File: config.mk
export PLATFORM = sky130hd
export DESIGN_NAME = disp_scan_driver
export DESIGN_NICKNAME = d
export VERILOG_FILES = /design/src/rtl/disp_pkg.sv /design/src/rtl/disp_scan_driver_bin2bcd_seq.sv /design/src/rtl/disp_scan_driver.sv
export SDC_FILE = /design/constraint.sdc
export NUM_CORES = 1
export LEC_CHECK = 0
export ABC_AREA = 1
export ABC_CLOCK_PERIOD_IN_PS = 11300
export CAP_MARGIN = 20
export CORE_MARGIN = 10
export CORE_UTILIZATION = 30
export DETAILED_ROUTE_END_ITERATION = 16
export PLACE_DENSITY_LB_ADDON = 0.12
export RECOVER_POWER = 25
export SLEW_MARGIN = 25
export SYNTH_ARGS = -nofsm -noshare
export SYNTH_HDL_FRONTEND = slang
export SYNTH_SLANG_ARGS = --single-unit
File: constraint.sdc
create_clock -name clk -period 11.3 [get_ports clk]
set_clock_uncertainty 0.1 [all_clocks]
set_input_delay 2.825 -clock clk [delete_from_list [all_inputs] [get_ports clk]]
set_output_delay 2.825 -clock clk [all_outputs]
set_load 0.05 [all_outputs]
File: src/rtl/disp_pkg.sv
// Shared constants and helpers for the seven-segment scan driver.
package disp_pkg;

  // Calculator FSM state encodings seen by the display.
  localparam logic [2:0] ST_IN_A = 3'b000;
  localparam logic [2:0] ST_IN_B = 3'b001;
  localparam logic [2:0] ST_CALC = 3'b010;
  localparam logic [2:0] ST_SHOW = 3'b011;

  // Segment bits are {g,f,e,d,c,b,a}, active low.
  localparam logic [6:0] SEG_DASH  = 7'h3F;
  localparam logic [6:0] SEG_BLANK = 7'h7F;

  typedef enum logic [1:0] {
    CV_IDLE  = 2'd0,
    CV_SHIFT = 2'd1,
    CV_DONE  = 2'd2
  } cv_state_e;

  function automatic logic [6:0] seg_hex(input logic [3:0] d);
    logic [6:0] s;
    case (d)
      4'h0: s = 7'h40;
      4'h1: s = 7'h79;
      4'h2: s = 7'h24;
      4'h3: s = 7'h30;
      4'h4: s = 7'h19;
      4'h5: s = 7'h12;
      4'h6: s = 7'h02;
      4'h7: s = 7'h78;
      4'h8: s = 7'h00;
      4'h9: s = 7'h10;
      4'hA: s = 7'h08;
      4'hB: s = 7'h03;
      4'hC: s = 7'h46;
      4'hD: s = 7'h21;
      4'hE: s = 7'h06;
      default: s = 7'h0E;
    endcase
    return s;
  endfunction

  function automatic int max_i(input int a, input int b);
    return (a > b) ? a : b;
  endfunction

  // 10^n, used to find the largest value that fits in n decimal digits.
  function automatic logic [63:0] pow10(input int n);
    logic [63:0] p;
    p = 64'd1;
    for (int i = 0; i < n; i++) p = p * 64'd10;
    return p;
  endfunction

endpackage

File: src/rtl/disp_scan_driver_bin2bcd_seq.sv
// Sequential shift-add-3 binary to BCD converter, one bit per cycle.
module bin2bcd_seq
  import disp_pkg::*;
#(
  parameter int IN_W     = 16,
  parameter int N_DIGITS = 8
) (
  input  logic                  clk,
  input  logic                  reset,
  input  logic                  start,
  input  logic [IN_W-1:0]       bin,
  output logic [4*N_DIGITS-1:0] bcd,
  output logic                  done,
  output logic                  busy
);

  localparam int CNT_W = $clog2(IN_W + 1);
  localparam int BCD_W = 4 * N_DIGITS;

  cv_state_e          st_q;
  logic [IN_W-1:0]    sh_q;
  logic [BCD_W-1:0]   bcd_q;
  logic [BCD_W-1:0]   adj_d;
  logic [CNT_W-1:0]   cnt_q;

  // Add 3 to every nibble that is 5 or more before the next shift.
  always_comb begin
    adj_d = bcd_q;
    for (int k = 0; k < N_DIGITS; k++) begin
      if (bcd_q[4*k +: 4] >= 4'd5) adj_d[4*k +: 4] = bcd_q[4*k +: 4] + 4'd3;
    end
  end

  // Conversion FSM: load on start, shift IN_W times, hold result for one DONE cycle.
  always_ff @(posedge clk or posedge reset) begin
    if (reset) begin
      st_q  <= CV_IDLE;
      sh_q  <= '0;
      bcd_q <= '0;
      cnt_q <= '0;
    end else begin
      case (st_q)
        CV_IDLE: begin
          if (start) begin
            sh_q  <= bin;
            bcd_q <= '0;
            cnt_q <= '0;
            st_q  <= CV_SHIFT;
          end
        end
        CV_SHIFT: begin
          {bcd_q, sh_q} <= {adj_d[BCD_W-2:0], sh_q, 1'b0};
          cnt_q         <= cnt_q + CNT_W'(1);
          if (cnt_q == CNT_W'(IN_W - 1)) st_q <= CV_DONE;
        end
        CV_DONE: st_q <= CV_IDLE;
        default: st_q <= CV_IDLE;
      endcase
    end
  end

  assign bcd  = bcd_q;
  assign done = (st_q == CV_DONE);
  assign busy = (st_q != CV_IDLE);

endmodule

File: src/rtl/disp_scan_driver.sv
// Picks the calculator value to show, formats it as hex or decimal digits
// and time-multiplexes them onto a common-anode seven-segment bank.
module disp_scan_driver
  import disp_pkg::*;
#(
  parameter int N_DIGITS = 8,
  parameter int SW_W     = 16,
  parameter int RES_W    = 17,
  parameter int SCAN_DIV = 100000
) (
  input  logic                clk,
  input  logic                reset,
  input  logic [2:0]          state,
  input  logic [SW_W-1:0]     SW,
  input  logic [RES_W-1:0]    res,
  input  logic                dec_mode,
  output logic [N_DIGITS-1:0] AN,
  output logic [6:0]          SEG,
  output logic                DP,
  output logic                busy
);

  localparam int VAL_W = max_i(SW_W, RES_W - 1);
  localparam int HEX_W = max_i(VAL_W, 4 * N_DIGITS);
  localparam int IDX_W = (N_DIGITS > 1) ? $clog2(N_DIGITS) : 1;
  localparam int CNT_W = (SCAN_DIV > 1) ? $clog2(SCAN_DIV) : 1;
  localparam logic [63:0] DEC_MAX = pow10(N_DIGITS) - 64'd1;

  // Source select
  logic [VAL_W-1:0] val_d, val_q;
  logic             ovf_d, ovf_q;
  logic             mode_q;

  // Change detect / converter
  logic [VAL_W-1:0]              snap_val_q;
  logic                          snap_mode_q;
  logic                          cv_start, cv_done, cv_busy;
  logic [4*N_DIGITS-1:0]         cv_bcd;
  logic [N_DIGITS-1:0][3:0]      dec_dig_q;
  logic                          dec_ovf_q;

  // Digit formatting
  logic [HEX_W-1:0]              hex_w;
  logic [N_DIGITS-1:0][3:0]      raw_d;
  logic [N_DIGITS-1:0]           lit_d;
  logic                          seen_d;
  logic [6:0]                    seg_d;

  // Scan
  logic                          blank;
  logic [CNT_W-1:0]              cnt_q;
  logic [IDX_W-1:0]              idx_q;
  logic [N_DIGITS-1:0]           an_q;
  logic [6:0]                    seg_q;
  logic                          dp_q;

  // Value and overflow flag chosen by the calculator state.
  always_comb begin
    val_d = '0;
    ovf_d = 1'b0;
    case (state)
      ST_IN_A, ST_IN_B: val_d = VAL_W'(SW);
      ST_SHOW: begin
        val_d = VAL_W'(res[RES_W-2:0]);
        ovf_d = res[RES_W-1];
      end
      default: ;
    endcase
  end

  // Source registers, refreshed every cycle.
  always_ff @(posedge clk or posedge reset) begin
    if (reset) begin
      val_q  <= '0;
      ovf_q  <= 1'b0;
      mode_q <= 1'b0;
    end else begin
      val_q  <= val_d;
      ovf_q  <= ovf_d;
      mode_q <= dec_mode;
    end
  end

  // A new conversion only when idle and the value/mode differs from the last started one;
  // changes seen mid-conversion are picked up after it completes.
  assign cv_start = !cv_busy && ((val_q != snap_val_q) || (mode_q != snap_mode_q));

  bin2bcd_seq #(
    .IN_W     (VAL_W),
    .N_DIGITS (N_DIGITS)
  ) u_bin2bcd (
    .clk   (clk),
    .reset (reset),
    .start (cv_start),
    .bin   (val_q),
    .bcd   (cv_bcd),
    .done  (cv_done),
    .busy  (cv_busy)
  );

  // Snapshot of the converted inputs, and latch of each finished conversion.
  always_ff @(posedge clk or posedge reset) begin
    if (reset) begin
      snap_val_q  <= '0;
      snap_mode_q <= 1'b0;
      dec_dig_q   <= '0;
      dec_ovf_q   <= 1'b0;
    end else begin
      if (cv_start) begin
        snap_val_q  <= val_q;
        snap_mode_q <= mode_q;
      end
      if (cv_done) begin
        dec_dig_q <= cv_bcd;
        dec_ovf_q <= (64'(snap_val_q) > DEC_MAX);
      end
    end
  end

  assign hex_w = HEX_W'(val_q);

  // Raw digits and leading-zero suppression; digit 0 is always lit.
  always_comb begin
    raw_d  = '0;
    lit_d  = '0;
    seen_d = 1'b0;
    for (int k = N_DIGITS - 1; k >= 0; k--) begin
      raw_d[k] = mode_q ? dec_dig_q[k] : hex_w[4*k +: 4];
      if (raw_d[k] != 4'd0) seen_d = 1'b1;
      lit_d[k] = seen_d || (k == 0);
    end
  end

  // Segment pattern for the digit currently being scanned.
  always_comb begin
    seg_d = SEG_BLANK;
    if (mode_q && dec_ovf_q) seg_d = SEG_DASH;
    else if (lit_d[idx_q])   seg_d = seg_hex(raw_d[idx_q]);
  end

  // Blanking follows the state input directly so AN goes dark on the next edge.
  assign blank = (state == ST_CALC);

  // Prescaler runs continuously; the digit index holds while blanked.
  always_ff @(posedge clk or posedge reset) begin
    if (reset) begin
      cnt_q <= '0;
      idx_q <= '0;
    end else if (cnt_q == CNT_W'(SCAN_DIV - 1)) begin
      cnt_q <= '0;
      if (!blank) idx_q <= (idx_q == IDX_W'(N_DIGITS - 1)) ? '0 : idx_q + IDX_W'(1);
    end else begin
      cnt_q <= cnt_q + CNT_W'(1);
    end
  end

  // Anode, segment and DP registered together so they never disagree.
  always_ff @(posedge clk or posedge reset) begin
    if (reset) begin
      an_q  <= '1;
      seg_q <= SEG_BLANK;
      dp_q  <= 1'b1;
    end else if (blank) begin
      an_q  <= '1;
      seg_q <= SEG_BLANK;
      dp_q  <= 1'b1;
    end else begin
      an_q  <= ~(N_DIGITS'(1) << idx_q);
      seg_q <= seg_d;
      dp_q  <= !((idx_q == '0) && ovf_q);
    end
  end

  assign AN   = an_q;
  assign SEG  = seg_q;
  assign DP   = dp_q;
  assign busy = cv_busy;

endmodule

==> impl_metrics.yaml, run 1 <==
power:
  ir_drop_v: 0.000121
  power.density_nw_per_um2: 239
  netSwitchingFraction: 0.407
  p_seq_frac: 0.371
  leakagePower_nw: 4.66
  power.total_mw: 2.32
  switching_power_uw: 945
  clockPowerShare: 0.241
  p_int_mw: 1.38
  combPwrFrac: 0.388
cells_and_area:
  multi_input_area_um2: 3630
  seq_area_um2: 3970
  layout-drive-gt1-share: 0.0962
  num_antenna_cells: 0
  final_nets: 1137
  syn_to_final_growth_pct: 16.7
  num-fill-cells: 2820
  layout_commonest_cell: "nand2_1"
  final_cell_mix: "nand2_1 (230), dfrtp_1 (142), inv_1 (121)"
  final_util: 0.359
clocking:
  h-tree-depth: 4
  cts.path.max_buffers: 2
  cts_root_buf: "clkbuf_16"
  ctsResizeCount: 0
  numCtsBuffers: 17
  clk_latency_ns: 0.44
  ctsHoldBuffers: 0
  cts_setup_buffers: 0
  clkTransAtPathRegs_ns: 0.07
  cts_tree: "yes"
  cts.sinks: 158
critical_path:
  start_kind: "flip-flop"
  required_ns: 11.53
  crit_type: "flip-flop to flip-flop"
  r2r-start: "mode_q"
  r2r_slack_ns: 5.57
  cp.arrival_ns: 5.96
  setup.worst_path.end_class: "flip-flop"
  crit_fanout: 42
  reg2reg_depth: 11
  r2r-end: "u_bin2bcd.bcd[29]"
min_path:
  holdPathStages: 1
  min_from: "ovf_q"
  hold_end: "DP"
  hold_path_class: "flip-flop to flip-flop"
die:
  fp.dieArea_um2: 34800
  start_util: 0.307
  top_level_ports: 56
  coreArea_um2: 27100
  fp-row-count: 60
  die_x_um: 187
  die_y_um: 187
logic_synthesis:
  ys_ff_latch: 158
  syn_area_um2: 8330
  async_reset_ff_frac: 1.00
  synth_cells: 1021
  synth_area_leaders: "dfrtp_1 (43%), nand2_1 (10%), nand3_1 (6.7%)"
  ys_types: 37
  synth-edff-count: 0
  avgSynthCellArea_um2: 8.16
  synth_top_area_frac: 0.427
  syn_nets: 1090
  ys_seq_area_frac: 0.477
  yosys_warnings: 0
  synth-main-ff-cell: "dfrtp_1"
  yosysTopAreaCell: "dfrtp_1"
placement:
  gp_congestion: 0.864
  portBuffers: 55
  dp_hpwl_um: 15000
sta:
  tightest_slew_ns: 2.30
  setup_viol: 0
  maxSlewViolCount: 151
  hold_viol_final: 0
  max_freq_ghz: 0.174
  final.min_clock_period_ns: 5.73
  timing.setup.tns_ns: 0
  slew_headroom: -0.535
  rsz0062_at_grt: "false"
  fin_crit_sh: 0.507
route:
  viasPerCell: 4.60
  drc: 0
  routed_wl_um: 21600
  ant_nets: 0
  dr.pass1.iters: 5
  first_iter_violations: 458
  vias: 6687
  post_drt_wl_per_cell_um: 14.8
global_routing:
  grt.overflow.total: 0
  grt_max_degree: 65
  grt_antenna_before_repair: 0
  grt_pass1_wl_um: 36500
  track_usage: 0.127
  grt_pass1_vias: 6710
status:
  violations: "max-capacitance violations, max-slew violations"
  status: "finished with violations"
run:
  maxCapViolations: 3
metrics by stage:
stage,hold slack (ns),cell area [um2],instances,worst slack [ns]
after detailed placement,0.318,9210,1421,5.96
final,0.321,9720,1453,5.57
after global routing,0.330,9720,1453,4.72
after global placement,0.309,9210,1421,5.95
after CTS,0.322,9770,1453,6.39
after floorplan,0.300,8330,1021,4.14
how the worst max path moves through the flow:
| stage | start | end | slack (ns) | cells after the start |
|---|---|---|---|---|
| 6_report | mode_q | u_bin2bcd.bcd[29] | 5.57 | 11 |
| 5_1_grt | mode_q | u_bin2bcd.bcd[30] | 4.72 | 11 |
| 4_1_cts | u_bin2bcd.st_q[1] | busy | 6.39 | 4 |
| 3_5_place_dp | reset | u_bin2bcd.sh_q[4] | 5.96 | 4 |
| 3_3_place_gp | reset | idx_q[2] | 5.95 | 4 |
| 2_1_floorplan | reset | cnt_q[0] | 4.14 | 1 |
Yosys cell counts (6+ instances only):
cell type and n:
nor3_1 7, nand3_1 111, buf_6 7, nand2_1 229
xor2_1 14, dfrtp_1 142, o21ai_2 31, ha_1 30
o21ai_0 111, inv_1 120, nor2_1 73, inv_2 7
clkbuf_1 18, o211ai_1 10, nand4_1 17, dfstp_2 16
a21oi_1 34, buf_2 6
state kept, by name, summed over array words and instances, names as in the netlist:
signal	flops
u_bin2bcd.bcd	32
AN	8
mode_q	1
DP	1
snap_val_q	16
SEG	7
dec_dig_q	32
u_bin2bcd.cnt_q	5
u_bin2bcd.sh_q	16
idx_q	3
ovf_q	1
u_bin2bcd.st_q	2
cnt_q	17
snap_mode_q	1
val_q	16
critical path: stages (launching register included):
cell and delay, ns:
dfrtp_1 0.32, clkbuf_1 1.18, inv_1 0.62, nand2_1 0.18
nand2_1 0.07, nor2_1 0.12, nand2_1 0.08, nor2_2 0.10
nand3_1 0.50, nand2_1 1.27, nand2_4 0.69, o21ai_0 0.35
logic make-up (layout without fill, tap and decap cells):
kind of cell             count (synthesis)  after routing  synth area share
XOR/XNOR                                17             17            0.0179
AO/OA/AOI/OAI                          192            192             0.134
flip-flops                             158            158             0.477
AND/OR/NAND/NOR                        460            460             0.244
adder cells (fa/ha/maj)                 30             30            0.0451
buffers and inverters                  164            224            0.0820
routing by layer:
metal,global-route usage,wire [um]
met1,0.181,11200
met2,0.191,9480
met3,0.0216,572
met4,0.0375,269
met5,0,0
area by class of cell:
class,count,share of cell area
clock inverter,14,0.0138
timing repair buffer,61,0.0605
clock buffer,18,0.0441
tap,372,0.0479
sequential,158,0.409
inverter,131,0.0511
multi-input combinational,699,0.374
power groups by stage:
stage	Clock (mW)	Sequential, mW	Combinational, mW
2_1_floorplan	0	0.884	0.687
3_3_place_gp	0	0.872	0.918
3_5_place_dp	0	0.872	0.920
4_1_cts	0.581	0.864	0.924
5_1_grt	0.600	0.887	1.05
6_report	0.559	0.862	0.901
Note: power is estimated with default switching activity, not from simulation.
==> inputs of run 2 (changes only) <==
--- a/config.mk
+++ b/config.mk
@@ -6,7 +6,7 @@
 export NUM_CORES = 1
 export LEC_CHECK = 0
 export ABC_AREA = 1
-export ABC_CLOCK_PERIOD_IN_PS = 11300
+export ABC_CLOCK_PERIOD_IN_PS = 5900
 export CAP_MARGIN = 20
 export CORE_MARGIN = 10
 export CORE_UTILIZATION = 30
==> constraint.sdc (replaced) <==
create_clock -name clk -period 5.9 [get_ports clk]
set_clock_uncertainty 0.1 [all_clocks]
set_input_delay 1.475 -clock clk [delete_from_list [all_inputs] [get_ports clk]]
set_output_delay 1.475 -clock clk [all_outputs]
set_load 0.05 [all_outputs]
==> run 2 against run 1 <==
Net effect:
- the flow still finishes with violations (max-capacitance violations, max-slew violations)
- utilization increased by 0.23 points
- global-route usage about the same
- total power grew 94%
- first-iteration DRC count up 1.3%
- sequential cell count is the same
- cell area rose by 0.63%
- largest power group unchanged
==> impl_metrics.yaml, run 2 (same netlist as run 1, synthesis figures left out) <==
cells_and_area:
  final_nets: 1137
  layout_commonest_cell: "nand2_1"
  final_cell_mix: "nand2_1 (229), dfrtp_1 (142), inv_1 (119)"
  num_antenna_cells: 0
  syn_to_final_growth_pct: 17.5
  final_util: 0.361
  layout-drive-gt1-share: 0.0990
  layoutNonFillerInstCount: 1453
  final_area_um2: 9780
sta:
  max_freq_ghz: 0.285
  rsz0062_at_grt: "false"
  setup_viol: 0
  hold_viol_final: 0
  fin_ws_ns: 2.39
  final.min_clock_period_ns: 3.51
  timing.setup.tns_ns: 0
  maxSlewViolCount: 203
  tightest_slew_ns: 2.29
  hold_ws_ns: 0.322
  fin_crit_sh: 0.594
  slew_headroom: -0.527
clocking:
  cts_tree: "yes"
  numCtsBuffers: 17
  cts.path.max_buffers: 2
  cts_root_buf: "clkbuf_16"
  clkTransAtPathRegs_ns: 0.07
  cts.sinks: 158
  clk_latency_ns: 0.43
  h-tree-depth: 4
  ctsResizeCount: 0
  cts_setup_buffers: 0
  ctsHoldBuffers: 0
critical_path:
  required_ns: 4.32
  cp.arrival_ns: 1.93
  crit_fanout: 17
  crit_type: "flip-flop to output port"
  setup.worst_path.end_class: "output port"
  reg2reg_depth: 11
  start_kind: "flip-flop"
status:
  violations: "max-capacitance violations, max-slew violations"
  status: "finished with violations"
die:
  die_y_um: 187
  start_util: 0.307
  fp-row-count: 60
  die_x_um: 187
  top_level_ports: 56
  fp.dieArea_um2: 34800
  coreArea_um2: 27100
placement:
  gp_congestion: 0.827
  dp_hpwl_um: 14900
  portBuffers: 55
  dpl_cell_area_um2: 9220
  dp_slack_ns: 2.39
  dpl.cell_count: 1421
min_path:
  hold_path_class: "flip-flop to flip-flop"
  holdPathStages: 1
global_routing:
  grt_pass1_wl_um: 36500
  grt_pass1_vias: 6832
  top_usage_layer: "met2"
  met2_usage: 0.190
  grt_antenna_before_repair: 0
  use_met3: 0.0238
  grt.overflow.total: 0
  use_met1: 0.183
  grt_max_degree: 97
  track_usage: 0.127
route:
  first_iter_violations: 464
  ant_nets: 0
  drc: 0
  viasPerCell: 4.64
  post_drt_wl_per_cell_um: 14.8
  dr.pass1.iters: 4
  routed_wl_um: 21500
  vias: 6745
run:
  maxCapViolations: 3
power:
  power.total_mw: 4.52
  power.density_nw_per_um2: 462
  leakagePower_nw: 4.66
  ir_drop_v: 0.000221
-- run 2: final timing paths --
path | startpoint | to | slack (ns)
hold / removal | ovf_q | DP | 0.32
max in group asynchronous | reset | SEG[0] | 2.46
hold reg to reg | ovf_q | DP | 0.32
min in group asynchronous | reset | snap_val_q[7] | 2.05
setup reg to reg | mode_q | u_bin2bcd.bcd[26] | 2.90
setup / recovery | u_bin2bcd.st_q[1] | busy | 2.39
-- run 2: power breakdown --
group | total, mW | switching, mW | internal [mW]
registers | 1.65 | 0.214 | 1.44
logic | 1.73 | 1.12 | 0.615
clock network | 1.13 | 0.485 | 0.644
total | 4.52 | 1.82 | 2.70
-- run 2: worst max-delay path, stage by stage, from the launching register on --
cell and delay [ns]:
dfrtp_1 0.40, nor2_1 0.09, buf_4 0.25, inv_1 0.07, clkdlybuf4s50_1 0.70
-- run 2: metal layers --
metal  share of wire  vias to the layer above
met1            0.53                     3206
met3           0.035                       14
met2            0.43                      109
met5               0                        -
li1                -                     3416
met4          0.0084                        0
-- run 2: cell type report --
cell class                      instances  area, um2
Timing Repair Buffer                   61        601
Tap cell                              372        465
Fill cell                            2872      17300
Sequential cell                       158       3970
Clock buffer                           19        443
Clock inverter                         13        150
Multi-Input combinational cell        699       3650
Inverter                              131        495
==> inputs of run 3 (changes only) <==
--- a/config.mk
+++ b/config.mk
@@ -6,7 +6,7 @@
 export NUM_CORES = 1
 export LEC_CHECK = 0
 export ABC_AREA = 1
-export ABC_CLOCK_PERIOD_IN_PS = 5900
+export ABC_CLOCK_PERIOD_IN_PS = 3150
 export CAP_MARGIN = 20
 export CORE_MARGIN = 10
 export CORE_UTILIZATION = 30
==> constraint.sdc (replaced) <==
create_clock -name clk -period 3.15 [get_ports clk]
set_clock_uncertainty 0.1 [all_clocks]
set_input_delay 0.7875 -clock clk [delete_from_list [all_inputs] [get_ports clk]]
set_output_delay 0.7875 -clock clk [all_outputs]
set_load 0.05 [all_outputs]
==> run 3 against run 2 <==
Net effect:
- the run now ends clean
- via count is 1.2% lower
- global-route usage is 0.37 points lower
- clock power is 73% higher
- sequential share of layout area is 0.20 points lower
- register-to-register slack worse by 2.3 ns
- hold slack hardly changed
- largest power group unchanged
==> impl_metrics.yaml, run 3 (same netlist as run 1, synthesis figures left out) <==
cells_and_area:
  num_antenna_cells: 0
  num-fill-cells: 2824
  final_nets: 1147
  syn_to_final_growth_pct: 18.0
  layout_commonest_cell: "nand2_1"
  final_cell_mix: "nand2_1 (229), dfrtp_1 (142), inv_1 (119)"
  layout-drive-gt1-share: 0.110
  final_area_um2: 9830
critical_path:
  required_ns: 2.26
  crit_fanout: 1
  r2r-end: "SEG[3]"
  reg2reg_depth: 12
  start_kind: "flip-flop"
  path_cells: "clkdlybuf4s50_1"
  slowest_stage: "clkdlybuf4s50_1"
  cp.arrival_ns: 1.76
  cp_top_family: "buffers and inverters"
  crit_buf_inv: 1
  critPathMaxStageDelay_ns: 0.80
  r2r_slack_ns: 0.57
  crit_type: "flip-flop to output port"
  setup.worst_path.end_class: "output port"
  r2r-start: "idx_q[0]"
sta:
  fin_crit_sh: 0.840
  rsz0062_at_grt: "false"
  maxSlewViolCount: 0
  timing.setup.tns_ns: 0
  max_freq_ghz: 0.378
  setup_viol: 0
  final.min_clock_period_ns: 2.65
  slew_headroom: 0.169
  tightest_slew_ns: 1.24
  fin_ws_ns: 0.505
  hold_viol_final: 0
global_routing:
  track_usage: 0.123
  grt_antenna_before_repair: 0
  grt_pass1_wl_um: 35300
  grt_max_degree: 65
  grt_pass1_vias: 6594
  grt.overflow.total: 0
clocking:
  cts_root_buf: "clkbuf_16"
  cts.path.max_buffers: 2
  cts_setup_buffers: 0
  clkTransAtPathRegs_ns: 0.06
  ctsResizeCount: 0
  cts_tree: "yes"
  h-tree-depth: 4
  ctsHoldBuffers: 0
  numCtsBuffers: 17
  cts.sinks: 158
  clk_latency_ns: 0.44
die:
  top_level_ports: 56
  fp.dieArea_um2: 34800
  start_util: 0.307
  coreArea_um2: 27100
  fp-row-count: 60
  die_y_um: 187
  die_x_um: 187
min_path:
  min_from: "ovf_q"
  hold_end: "DP"
  holdPathStages: 1
  hold_path_class: "flip-flop to flip-flop"
power:
  netSwitchingFraction: 0.411
  p_int_mw: 4.89
  switching_power_mw: 3.41
  p_seq_frac: 0.372
  ir_drop_v: 0.000410
  power.density_nw_per_um2: 844
  leakagePower_nw: 4.70
  clockPowerShare: 0.235
  combPwrFrac: 0.393
placement:
  gp_congestion: 0.804
  dp_hpwl_um: 15100
  dpl_cell_area_um2: 9320
  dp_slack_ns: 0.553
  portBuffers: 55
route:
  routed_wl_um: 21000
  first_iter_violations: 499
  post_drt_wl_per_cell_um: 14.4
  viasPerCell: 4.56
  dr.pass1.iters: 5
  drc: 0
  vias: 6665
  ant_nets: 0
status:
  status: "completed"
run:
  maxCapViolations: 0
## run 3: changes by cell type in the layout (fill, tap and decap cells not counted)
cell / previous run / this run
clkdlybuf4s50_1: 53 / 51
clkbuf_2: 0 / 3
nor4_4: 0 / 1
buf_12: 1 / 2
clkinvlp_2: 0 / 1
buf_4: 3 / 10
clkinv_2: 1 / 2
dlygate4sd3_1: 2 / 3
nor4_1: 4 / 3
nor3_2: 0 / 1
nor3_1: 8 / 7
bufinv_16: 2 / 0
## run 3: stage by stage
stage                     cells  hold slack [ns]  utilization  power (mW)
final                      1463            0.322        0.363        8.30
after global routing       1463            0.342        0.363        9.05
after CTS                  1463            0.334        0.364        8.44
after detailed placement   1431            0.337        0.344        6.45
after global placement     1431            0.325        0.344        6.43
after floorplan            1021            0.300            -        5.64
## run 3: how the worst max path moves through the flow
stage | start | endpoint | cells past startpoint
final | SEG[0] | SEG[0] | 1
after global routing | idx_q[0] | SEG[3] | 12
after CTS | SEG[0] | SEG[0] | 1
after detailed placement | idx_q[0] | SEG[5] | 12
after global placement | idx_q[0] | SEG[3] | 12
after floorplan | reset | cnt_q[0] | 1
## run 3: power by group through the flow
stage | registers, mW | logic [mW] | clock network (mW)
2_1_floorplan | 3.17 | 2.47 | 0
3_3_place_gp | 3.13 | 3.30 | 0
3_5_place_dp | 3.12 | 3.32 | 0
4_1_cts | 3.09 | 3.33 | 2.01
5_1_grt | 3.17 | 3.77 | 2.11
6_report | 3.09 | 3.26 | 1.95
## run 3: routing by layer
layer  part of all wire  track usage  up-vias
met5                  0            0        -
met4              0.012       0.0382        0
met3              0.027       0.0209       17
met2               0.43        0.183      104
met1               0.53        0.176     3095
li1                   -            -     3449
## run 3: layout make-up
cell class | instances | area [um2] | share of cell area
clock buffer | 19 | 443 | 0.0451
clock inverter | 13 | 103 | 0.0104
inverter | 131 | 493 | 0.0501
multi-input combinational | 699 | 3670 | 0.374
sequential | 158 | 3970 | 0.404
tap | 372 | 465 | 0.0473
timing repair buffer | 71 | 678 | 0.0690
